<file path="config.mk">
export PLATFORM = sky130hd
export DESIGN_NAME = fb_arbiter
export DESIGN_NICKNAME = d
export VERILOG_FILES = /design/src/rtl/fb_pkg.sv /design/src/rtl/fb_wr_fifo.sv /design/src/rtl/fb_arbiter.sv
export SDC_FILE = /design/constraint.sdc
export NUM_CORES = 1
export LEC_CHECK = 0
export BUFFER_PORTS_ARGS = -buffer_cell sky130_fd_sc_hd__buf_2
export CAP_MARGIN = 25
export CORE_AREA = 2 2 88 90
export CTS_BUF_LIST = sky130_fd_sc_hd__clkbuf_4 sky130_fd_sc_hd__clkbuf_8
export CTS_CLUSTER_DIAMETER = 100
export DETAILED_ROUTE_END_ITERATION = 7
export DIE_AREA = 0 0 90 92
export PLACE_DENSITY = 0.75
export SETUP_SLACK_MARGIN = 0.3
export SLEW_MARGIN = 30
export SYNTH_ARGS = -nofsm -noshare
export SYNTH_HDL_FRONTEND = slang
export SYNTH_SLANG_ARGS = --single-unit
</file>
<file path="constraint.sdc">
create_clock -name clk_i -period 7.93 [get_ports clk_i]
set_input_delay 1.586 -clock clk_i [delete_from_list [all_inputs] [get_ports clk_i]]
set_output_delay 1.586 -clock clk_i [all_outputs]
set_load 0.01 [all_outputs]
</file>
<file path="src/rtl/fb_pkg.sv">
// Framebuffer arbiter shared definitions.
// Holds the default address/data widths, the host write entry record
// carried through the write buffer, and the per-cycle memory grant encoding.
package fb_pkg;

    localparam int unsigned FbAddrWidth   = 13;
    localparam int unsigned FbDataWidth   = 16;
    localparam int unsigned FbStarveLimit = 16;

    // One buffered host write: target word address plus data.
    typedef struct packed {
        logic [FbAddrWidth-1:0] addr;
        logic [FbDataWidth-1:0] data;
    } fb_wr_t;

    // Owner of the memory port in the current cycle.
    typedef enum logic [1:0] {
        GRANT_NONE,
        GRANT_READ,
        GRANT_WRITE
    } grant_e;

endpackage

</file>
<file path="src/rtl/fb_wr_fifo.sv">
// Two-entry synchronous write buffer.
// Ports:
//   clk, rst    clock and synchronous active-high reset
//   push        store push_entry (ignored when full)
//   push_entry  entry to store
//   pop         discard head (ignored when empty)
//   head        oldest stored entry, valid when count != 0
//   count       number of stored entries, 0..2 (registered)
// Simultaneous push and pop at count 1 keeps count at 1 and leaves the
// pushed entry behind the popped one, so acceptance order is preserved.
module fb_wr_fifo
    import fb_pkg::*;
#(
    parameter type entry_t = fb_wr_t
) (
    input  logic       clk,
    input  logic       rst,
    input  logic       push,
    input  entry_t     push_entry,
    input  logic       pop,
    output entry_t     head,
    output logic [1:0] count
);

    entry_t     slot [2];
    logic       wr_ptr;
    logic       rd_ptr;
    logic [1:0] cnt;
    logic       do_push;
    logic       do_pop;

    assign do_push = push && (cnt != 2'd2);
    assign do_pop  = pop  && (cnt != 2'd0);

    always_ff @(posedge clk) begin
        if (rst) begin
            wr_ptr <= 1'b0;
            rd_ptr <= 1'b0;
            cnt    <= '0;
        end else begin
            if (do_push) begin
                wr_ptr <= ~wr_ptr;
            end
            if (do_pop) begin
                rd_ptr <= ~rd_ptr;
            end
            case ({do_push, do_pop})
                2'b10:   cnt <= cnt + 2'd1;
                2'b01:   cnt <= cnt - 2'd1;
                default: cnt <= cnt;
            endcase
        end
    end

    // Storage needs no reset: count gates every use of it.
    always_ff @(posedge clk) begin
        if (do_push) begin
            slot[wr_ptr] <= push_entry;
        end
    end

    assign head  = slot[rd_ptr];
    assign count = cnt;

endmodule

</file>
<file path="src/rtl/fb_arbiter.sv">
// Framebuffer memory arbiter.
// Shares one single-port framebuffer memory between a display read stream
// (strict priority, fixed 2-cycle latency) and a buffered host write stream.
// Ports:
//   clk_i, rst_i            clock, synchronous active-high reset
//   rd_req_i, rd_addr_i     display read request pulse and address
//   rd_valid_o, rd_data_o   display read return (data holds between returns)
//   wr_valid_i, wr_ready_o  host write handshake
//   wr_addr_i, wr_data_i    host write address and data
//   mem_en_o, mem_we_o      memory strobe and direction (1 = write)
//   mem_addr_o, mem_wdata_o memory address and write data
//   mem_rdata_i             memory read data, one cycle after a read strobe
//   starve_o                sticky: a buffered write waited StarveLimit reads
module fb_arbiter
    import fb_pkg::*;
#(
    parameter int unsigned AddrWidth   = FbAddrWidth,
    parameter int unsigned DataWidth   = FbDataWidth,
    parameter int unsigned StarveLimit = FbStarveLimit
) (
    input  logic                 clk_i,
    input  logic                 rst_i,
    input  logic                 rd_req_i,
    input  logic [AddrWidth-1:0] rd_addr_i,
    output logic                 rd_valid_o,
    output logic [DataWidth-1:0] rd_data_o,
    input  logic                 wr_valid_i,
    output logic                 wr_ready_o,
    input  logic [AddrWidth-1:0] wr_addr_i,
    input  logic [DataWidth-1:0] wr_data_i,
    output logic                 mem_en_o,
    output logic                 mem_we_o,
    output logic [AddrWidth-1:0] mem_addr_o,
    output logic [DataWidth-1:0] mem_wdata_o,
    input  logic [DataWidth-1:0] mem_rdata_i,
    output logic                 starve_o
);

    // Width-matched copy of fb_wr_t so non-default widths still work.
    typedef struct packed {
        logic [AddrWidth-1:0] addr;
        logic [DataWidth-1:0] data;
    } wr_entry_t;

    localparam int unsigned          CntWidth  = $clog2(StarveLimit + 1);
    localparam logic [CntWidth-1:0]  StarveMax = CntWidth'(StarveLimit);

    wr_entry_t           push_entry;
    wr_entry_t           head;
    logic [1:0]          count;
    logic                push;
    logic                pop;
    grant_e              grant;

    logic                rd_pending;
    logic                rd_valid_q;
    logic [DataWidth-1:0] rd_data_q;

    logic [CntWidth-1:0] starve_cnt;
    logic [CntWidth-1:0] starve_cnt_next;
    logic                starve_q;

    // Ready depends only on the registered count (and reset), never on
    // this cycle's requests.
    assign wr_ready_o = !rst_i && (count != 2'd2);
    assign push       = wr_valid_i && wr_ready_o;
    assign push_entry = '{addr: wr_addr_i, data: wr_data_i};

    fb_wr_fifo #(
        .entry_t (wr_entry_t)
    ) u_fifo (
        .clk        (clk_i),
        .rst        (rst_i),
        .push       (push),
        .push_entry (push_entry),
        .pop        (pop),
        .head       (head),
        .count      (count)
    );

    // The head comes from registered storage, so a write accepted this
    // cycle cannot reach memory before the next one.
    always_comb begin
        grant = GRANT_NONE;
        if (rst_i) begin
            grant = GRANT_NONE;
        end else if (rd_req_i) begin
            grant = GRANT_READ;
        end else if (count != 2'd0) begin
            grant = GRANT_WRITE;
        end
    end

    assign pop = (grant == GRANT_WRITE);

    always_comb begin
        mem_en_o    = 1'b0;
        mem_we_o    = 1'b0;
        mem_addr_o  = head.addr;
        mem_wdata_o = head.data;
        case (grant)
            GRANT_READ: begin
                mem_en_o   = 1'b1;
                mem_addr_o = rd_addr_i;
            end
            GRANT_WRITE: begin
                mem_en_o = 1'b1;
                mem_we_o = 1'b1;
            end
            default: begin
                mem_en_o = 1'b0;
            end
        endcase
    end

    // Read return: strobe in cycle N, memory data in N+1, registered
    // output visible in N+2.
    always_ff @(posedge clk_i) begin
        if (rst_i) begin
            rd_pending <= 1'b0;
            rd_valid_q <= 1'b0;
            rd_data_q  <= '0;
        end else begin
            rd_pending <= (grant == GRANT_READ);
            rd_valid_q <= rd_pending;
            if (rd_pending) begin
                rd_data_q <= mem_rdata_i;
            end
        end
    end

    assign rd_valid_o = rd_valid_q;
    assign rd_data_o  = rd_data_q;

    // Counts reads that displaced a waiting write; any write grant or an
    // empty buffer means nothing is waiting, so the count restarts.
    always_comb begin
        starve_cnt_next = starve_cnt;
        if ((count == 2'd0) || (grant == GRANT_WRITE)) begin
            starve_cnt_next = '0;
        end else if ((grant == GRANT_READ) && (starve_cnt != StarveMax)) begin
            starve_cnt_next = starve_cnt + CntWidth'(1);
        end
    end

    always_ff @(posedge clk_i) begin
        if (rst_i) begin
            starve_cnt <= '0;
            starve_q   <= 1'b0;
        end else begin
            starve_cnt <= starve_cnt_next;
            if (starve_cnt_next == StarveMax) begin
                starve_q <= 1'b1;
            end
        end
    end

    assign starve_o = starve_q;

endmodule

</file>
==> results_dict.tcl, run 1 <==
set metrics [dict create \
    placed_area_mm2 0.004054 \
    critPathLaunchType "input pin" \
    ff2ff_setup_slack_ns 5.98 \
    antennaDiodeCount 0 \
    synth_ff_type "edfxtp_1" \
    whs_endpoint "rd_data_o[10]" \
    synth_edf_count 58 \
    grt_antenna_before_repair 0 \
    drv_slew 0 \
    hold_depth 2 \
    grtUsageTotal_pct 15.08 \
    hp-start "rd_data_o[10]" \
    areaGrowthSynthToFinish_pct 25.21 \
    io_buffers 111 \
    grt_pass1_wl_mm 9.811 \
    multi_input_area_mm2 0.001011 \
    cts-buffers-inserted 9 \
    drt_wl_total_mm 6.187 \
    vias_per_cell 4.748 \
    layout.cells.non_filler 465 \
    tns_ns 0 \
    core-area_mm2 0.007447 \
    clockBufferDepth 2 \
    netlist_area_mm2 0.003420 \
    dieHeight_um 92 \
    critPathKind "in -> out" \
    post-cts-setup-buffers 0 \
    r2r_end "u_fifo.count[1]" \
    fmax_mhz 230.4 \
    overflow 0 \
    startpoint "rst_i" \
    layout-drive-gt1-share_pct 41.32 \
    async_flop_share_pct 0 \
    cts_tree "built" \
    cts_resized 0 \
    grt_pass1_vias 2076 \
    min_period_ns 4.340 \
    r2r_cells 5 \
    p_per_area_mw_per_mm2 226.4 \
    cts-root-buf "clkbuf_8" \
    worstPathRequired_ns 6.34 \
    path_clk_slew_ns 0.09 \
    detail_route.iter0.violations 96 \
    fin_nets 423 \
    r2r-start "u_fifo.count[1]" \
    cp_max_fo 31 \
    vias 2208 \
    worstPathArrival_ns 2.75 \
    core.rowCount 32 \
    synth_cells 247 \
    regArea_mm2 0.002322 \
    ir_drop_uv 144.9 \
    maxSlewHeadroom_pct 37.33 \
    drtPass1Iterations 5 \
    syn_nets 312 \
    cts-hold-fix-buffers 0 \
    seq_area_frac_synth_pct 67.91 \
    clkLatencyLatePin_ns 0.34 \
    wire_per_inst_um 13.31 \
    gp_congestion 0.7945 \
    die_width_um 90 \
    worst-slew-pin-transition_ns 0.9387 \
    drc 0 \
    end_kind "primary output" \
    fillers 637 \
    die_area_mm2 0.008280 \
    io_pins 112 \
    fin_area_mm2 0.004282 \
    cts.sinks 87 \
    hp-class "reg -> reg" \
    finalCritPeriodShare_pct 54.73 \
    drv_cap 0 \
    synth_cell_types 34 \
    skew_ns 0.006547 \
    leakagePower_nw 1.688 \
    syn_area_per_cell_um2 13.84 \
    htree_levels 3 \
    ys_ff_latch 87 \
    rsz0062_at_grt "false" \
    hold_violations 0 \
    start_util_pct 45.92 \
    dp_hpwl_mm 4.274 \
    yosys_warnings 0 \
    antenna_left 0 \
    status "finished, final reports clean" \
    grt_start_max_net_pins 32 \
    placedCellCount 449 \
    finalSetupViolCount 0 \
]
-- synth_stat cells, types with 2 or more instances --
library cell / count / area, um2
mux2i_1: 29 / 290.3
nand3_1: 3 / 15.01
ha_1: 3 / 37.54
xnor2_1: 3 / 26.28
or3_1: 2 / 12.51
edfxtp_1: 58 / 1742
nor2_1: 30 / 112.6
mux2_2: 17 / 191.4
xor2_1: 3 / 26.28
nor3_1: 3 / 15.01
a21oi_1: 4 / 20.02
nand2_1: 15 / 56.30
nand4b_1: 2 / 17.52
buf_2: 8 / 40.04
inv_1: 6 / 22.52
o21ai_0: 15 / 75.07
dfxtp_1: 29 / 580.6
-- layout make-up --
cell class	instances	area share, %
Clock inverter	7	2.425
Multi-Input combinational cell	141	23.61
Sequential cell	87	54.24
Inverter	6	0.5260
Timing Repair Buffer	113	13.33
Clock buffer	9	2.893
Tap cell	102	2.981
-- critical path, stage by stage --
cell     delay, ns
buf_2         0.26
nor2b_4       0.53
nand2_1       0.11
o21ai_0       0.09
buf_2         0.15
-- power by group --
part / total, W / internal [W] / switching [W]
Clock: 0.000337 / 0.000181 / 0.000156
Sequential: 0.000516 / 0.000505 / 0.0000105
Combinational: 0.000116 / 0.0000551 / 0.0000613
-- per-layer routing --
metal	GRT usage (%)	share of wire [%]
met1	19.29	45
met2	24.56	49
met3	4.437	5.9
met4	5.385	0.50
met5	0	0
-- state kept, by name, indices dropped and copies added (netlist names), named ones only --
name and cells:
rd_data_o 16, rd_pending 1, rd_valid_o 1, starve_cnt 5
starve_o 1, u_fifo.count 2, u_fifo.rd_ptr 1, u_fifo.slot 58
u_fifo.wr_ptr 1
-- cell usage in the layout (no fill, tap or decap), drive strengths merged, types with 3 or more instances in the layout --
cell type / netlist / routed
a21oi: 4 / 4
edfxtp: 58 / 58
xor2: 3 / 3
nor3: 3 / 3
mux2i: 29 / 29
nand2: 15 / 15
mux2: 17 / 17
nand3: 3 / 3
clkbuf: 2 / 9
ha: 3 / 3
xnor2: 3 / 3
o21ai: 16 / 16
buf: 11 / 113
nor2: 30 / 30
dfxtp: 29 / 29
inv: 6 / 8
-- worst max path at each step --
stage	endpoint	slack [ns]	depth (start not counted)
after floorplan	mem_addr_o[10]	3.93	5
after global placement	mem_addr_o[0]	3.67	4
after detailed placement	mem_addr_o[0]	3.60	5
after CTS	mem_addr_o[0]	3.59	5
after global routing	mem_addr_o[0]	3.40	5
final	mem_addr_o[0]	3.59	5
-- per-stage QoR --
stage / util, % / power, W / hold slack [ns] / setup slack [ns]
5_1_grt: 57.49 / 0.001014 / 0.5309 / 3.397
4_1_cts: 57.49 / 0.0009815 / 0.4990 / 3.590
3_3_place_gp: 54.44 / 0.0006412 / 0.4717 / 3.670
3_5_place_dp: 54.44 / 0.0006447 / 0.4752 / 3.596
2_1_floorplan: - / 0.0005956 / 0.4799 / 3.927
6_report: 57.49 / 0.0009693 / 0.4928 / 3.590
-- cell families after synthesis --
| logic type | synth area share, % |
|---|---|
| xor+xnor | 1.537 |
| flops | 67.91 |
| mux | 14.09 |
| buf+inv | 2.817 |
| fa+ha+maj | 1.098 |
| simple gates | 7.830 |
| compound gates | 4.720 |
No activity file was read; power rests on OpenSTA's default activity.
==> run 2, diff against run 1 <==
Settings changed: ABC_AREA set to 1, PLACE_DENSITY 0.75 to 0.77.
Clock period 7.93 ns to 3.5 ns, I/O delays scaled along.
==> run 2 against run 1 <==
  * Routed wire length rose by 17%
  * Area after synthesis fell by 0.73%
  * Register-to-register slack lost 4.4 ns
  * Non-clock buffer count unchanged
  * Sequential share of layout area increased by 0.17 points
  * Clock skew increased by 0.0075 ns
  * Critical path depth up 2
  * Worst hold slack worse by 0.031 ns
  * Utilization shrank 0.18 points
  * Largest cell class unchanged
==> results_dict.tcl, run 2 <==
set metrics [dict create \
    cp_max_fo 22 \
    cpMaxStageDelayCell "inv_2" \
    skew_ns 0.01400 \
    slowest_delay_ns 0.27 \
    cp_cell_sequence "buf_2, inv_2, nand2_4, inv_4, a21oi_1, a21oi_1, buf_2" \
    fin_area_mm2 0.004268 \
    die_width_um 90 \
    final_cell_mix "111 x buf_2, 80 x nand2_1, 58 x edfxtp_1" \
    cts-root-buf "clkbuf_8" \
    wl_met1_mm 3.078 \
    antenna_left 0 \
    hold_ws_ns 0.4622 \
    rsz0062_at_grt "false" \
    maxSlewHeadroom_pct 40.57 \
    grt_start_max_net_pins 30 \
    drc 0 \
    finalSetupViolCount 0 \
    hold_violations 0 \
    start_util_pct 45.58 \
    placedCellCount 536 \
    placed_area_mm2 0.004049 \
    seq_area_frac_synth_pct 68.41 \
    vias 2669 \
    synth_xor_area_share_pct 0 \
    syn_nets 399 \
    overflow 0 \
    post-cts-setup-buffers 0 \
    intPower_w 0.001633 \
    cts-hold-fix-buffers 0 \
    layout-drive-gt1-share_pct 30.67 \
    synth_common_cells "80 x nand2_1, 59 x nor2_1, 58 x edfxtp_1, 29 x dfxtp_1" \
    worstPathArrival_ns 2.01 \
    leakagePower_nw 1.877 \
    synth_cells 334 \
    syn_area_per_cell_um2 10.16 \
    cts-buffers-inserted 9 \
    drv_cap 0 \
    wl_met3_um 307 \
    detail_route.iter0.violations 169 \
    tns_ns 0 \
    synth_cell_types 23 \
    dp_hpwl_mm 4.835 \
    synth_compound_area_share_pct 8.588 \
    gp_congestion 0.7951 \
    async_flop_share_pct 0 \
    critPathKind "in -> out" \
    pwr-share-seq_pct 54.2 \
    drv_slew 0 \
    fillers 656 \
    routed.top_layer "met4" \
    mostFrequentLayoutCell "buf_2" \
    finalCritPeriodShare_pct 77.52 \
    io_buffers 111 \
    comb_power_share_pct 10.6 \
    wl_met2_mm 3.720 \
    min_period_ns 2.713 \
    synth_top_area_share_pct 51.31 \
    fin_nets 510 \
    die_area_mm2 0.008280 \
    p_sw_w 0.0005074 \
    largest_reg_flops 58 \
    p_per_area_mw_per_mm2 501.4 \
    io_pins 112 \
    path_clk_slew_ns 0.07 \
    yosys_warnings 0 \
    cts.sinks 87 \
    core-area_mm2 0.007447 \
    grt_pass1_vias 2536 \
    synth_ff_type "edfxtp_1" \
    worstPathRequired_ns 2.80 \
    grt_pass1_wl_mm 11.56 \
    critPathLaunchType "input pin" \
    total_power_w 0.002140 \
    core.rowCount 32 \
    synth_mux_area_share_pct 0 \
    grtUsageTotal_pct 17.76 \
    drtPass1Iterations 4 \
    areaGrowthSynthToFinish_pct 25.73 \
    netlist_area_mm2 0.003395 \
    yosysTopAreaCell "edfxtp_1" \
    cts_resized 0 \
    vias_per_cell 4.835 \
    yosys.area_share.simple_pct 18.02 \
    regArea_mm2 0.002322 \
    synth_edf_count 58 \
    end_kind "primary output" \
    grt_antenna_before_repair 0 \
    fmax_mhz 368.6 \
    dieHeight_um 92 \
    clock_power_share_pct 35.3 \
    cts_tree "built" \
    ir_drop_uv 271.7 \
    clkLatencyLatePin_ns 0.35 \
    synth_top_family_by_area "simple AND/OR/NAND/NOR gates" \
    status "finished, final reports clean" \
    drt_wl_total_mm 7.240 \
    synth_area_leaders "edfxtp_1 51%, dfxtp_1 17%, nand2_1 8.8%, nor2_1 6.5%, a21oi_1 3.8%" \
    regMostFlops "u_fifo.slot" \
    layout.cells.non_filler 552 \
    htree_levels 3 \
    multi_input_area_um2 950.9 \
    synth.most_common_cell "nand2_1" \
    worst-slew-pin-transition_ns 0.8894 \
    ff2ff_setup_slack_ns 1.55 \
    switching_share_pct 23.71 \
    ys_ff_latch 87 \
    antennaDiodeCount 0 \
    wire_per_inst_um 13.12 \
    yosys.area_share.adder_pct 1.106 \
    hp-class "reg -> reg" \
    clockBufferDepth 2 \
]
## run 2: cell types whose count changed after synthesis, moves of 3 or more
cell      delta
a21oi_1     +22
buf_2        -4
clkbuf_1     +7
inv_1       +10
mux2_2      -17
mux2i_1     -29
nand2_1     +65
nand3_1      +4
nor2_1      +29
o21ai_0     +11
xnor2_1      -3
xor2_1       -3
## run 2: power by group through the flow
| stage | Clock, W | Combinational [W] | Sequential [W] |
|---|---|---|---|
| 3_3_place_gp | 0 | 0.000223 | 0.00118 |
| 3_5_place_dp | 0 | 0.000229 | 0.00118 |
| 6_report | 0.000754 | 0.000227 | 0.00116 |
| 2_1_floorplan | 0 | 0.000116 | 0.00118 |
| 4_1_cts | 0.000770 | 0.000230 | 0.00116 |
| 5_1_grt | 0.000815 | 0.000254 | 0.00116 |
## run 2: cell families (layout without fill, tap and decap cells)
family,after synthesis,count (layout)
compound gates,56,56
flops,87,87
simple gates,155,155
fa+ha+maj,3,3
buf+inv,33,149
## run 2: metrics by stage
stage | util, % | setup slack [ns]
5_1_grt | 57.31 | 0.6427
3_3_place_gp | 54.37 | 0.8293
4_1_cts | 57.31 | 0.7865
3_5_place_dp | 54.37 | 0.8037
6_report | 57.31 | 0.7868
2_1_floorplan | - | 0.5491
## run 2: area by class of cell
class,instances,share of cell area (%)
multi-input cells,214,22.28
well taps,102,2.990
repair buffers,113,13.37
inverters,20,1.818
flip-flops and latches,87,54.41
clock inverters,7,2.228
clock buffers,9,2.902
## run 2: routing by layer
| layer | vias up | GRT usage, % |
|---|---|---|
| met5 | - | 0 |
| met4 | 0 | 8.590 |
| met3 | 12 | 3.205 |
| met2 | 73 | 30.76 |
| met1 | 1247 | 21.50 |
| li1 | 1337 | - |
## run 2: path summary, 6_finish.rpt
check,startpoint,endpoint,cells after the start
worst max register to register,u_fifo.count[0],u_fifo.slot[1][28],4
worst min register to register,starve_o,starve_o,2
worst min-delay path,starve_o,starve_o,2
worst max-delay path,rst_i,mem_addr_o[3],7
## run 2: critical path, delay by kind of cell
family	cells	cell delay (ns)
AOI/OAI and AO/OA	2	0.22
buffers and inverters	4	0.85
and+or+nand+nor	1	0.23
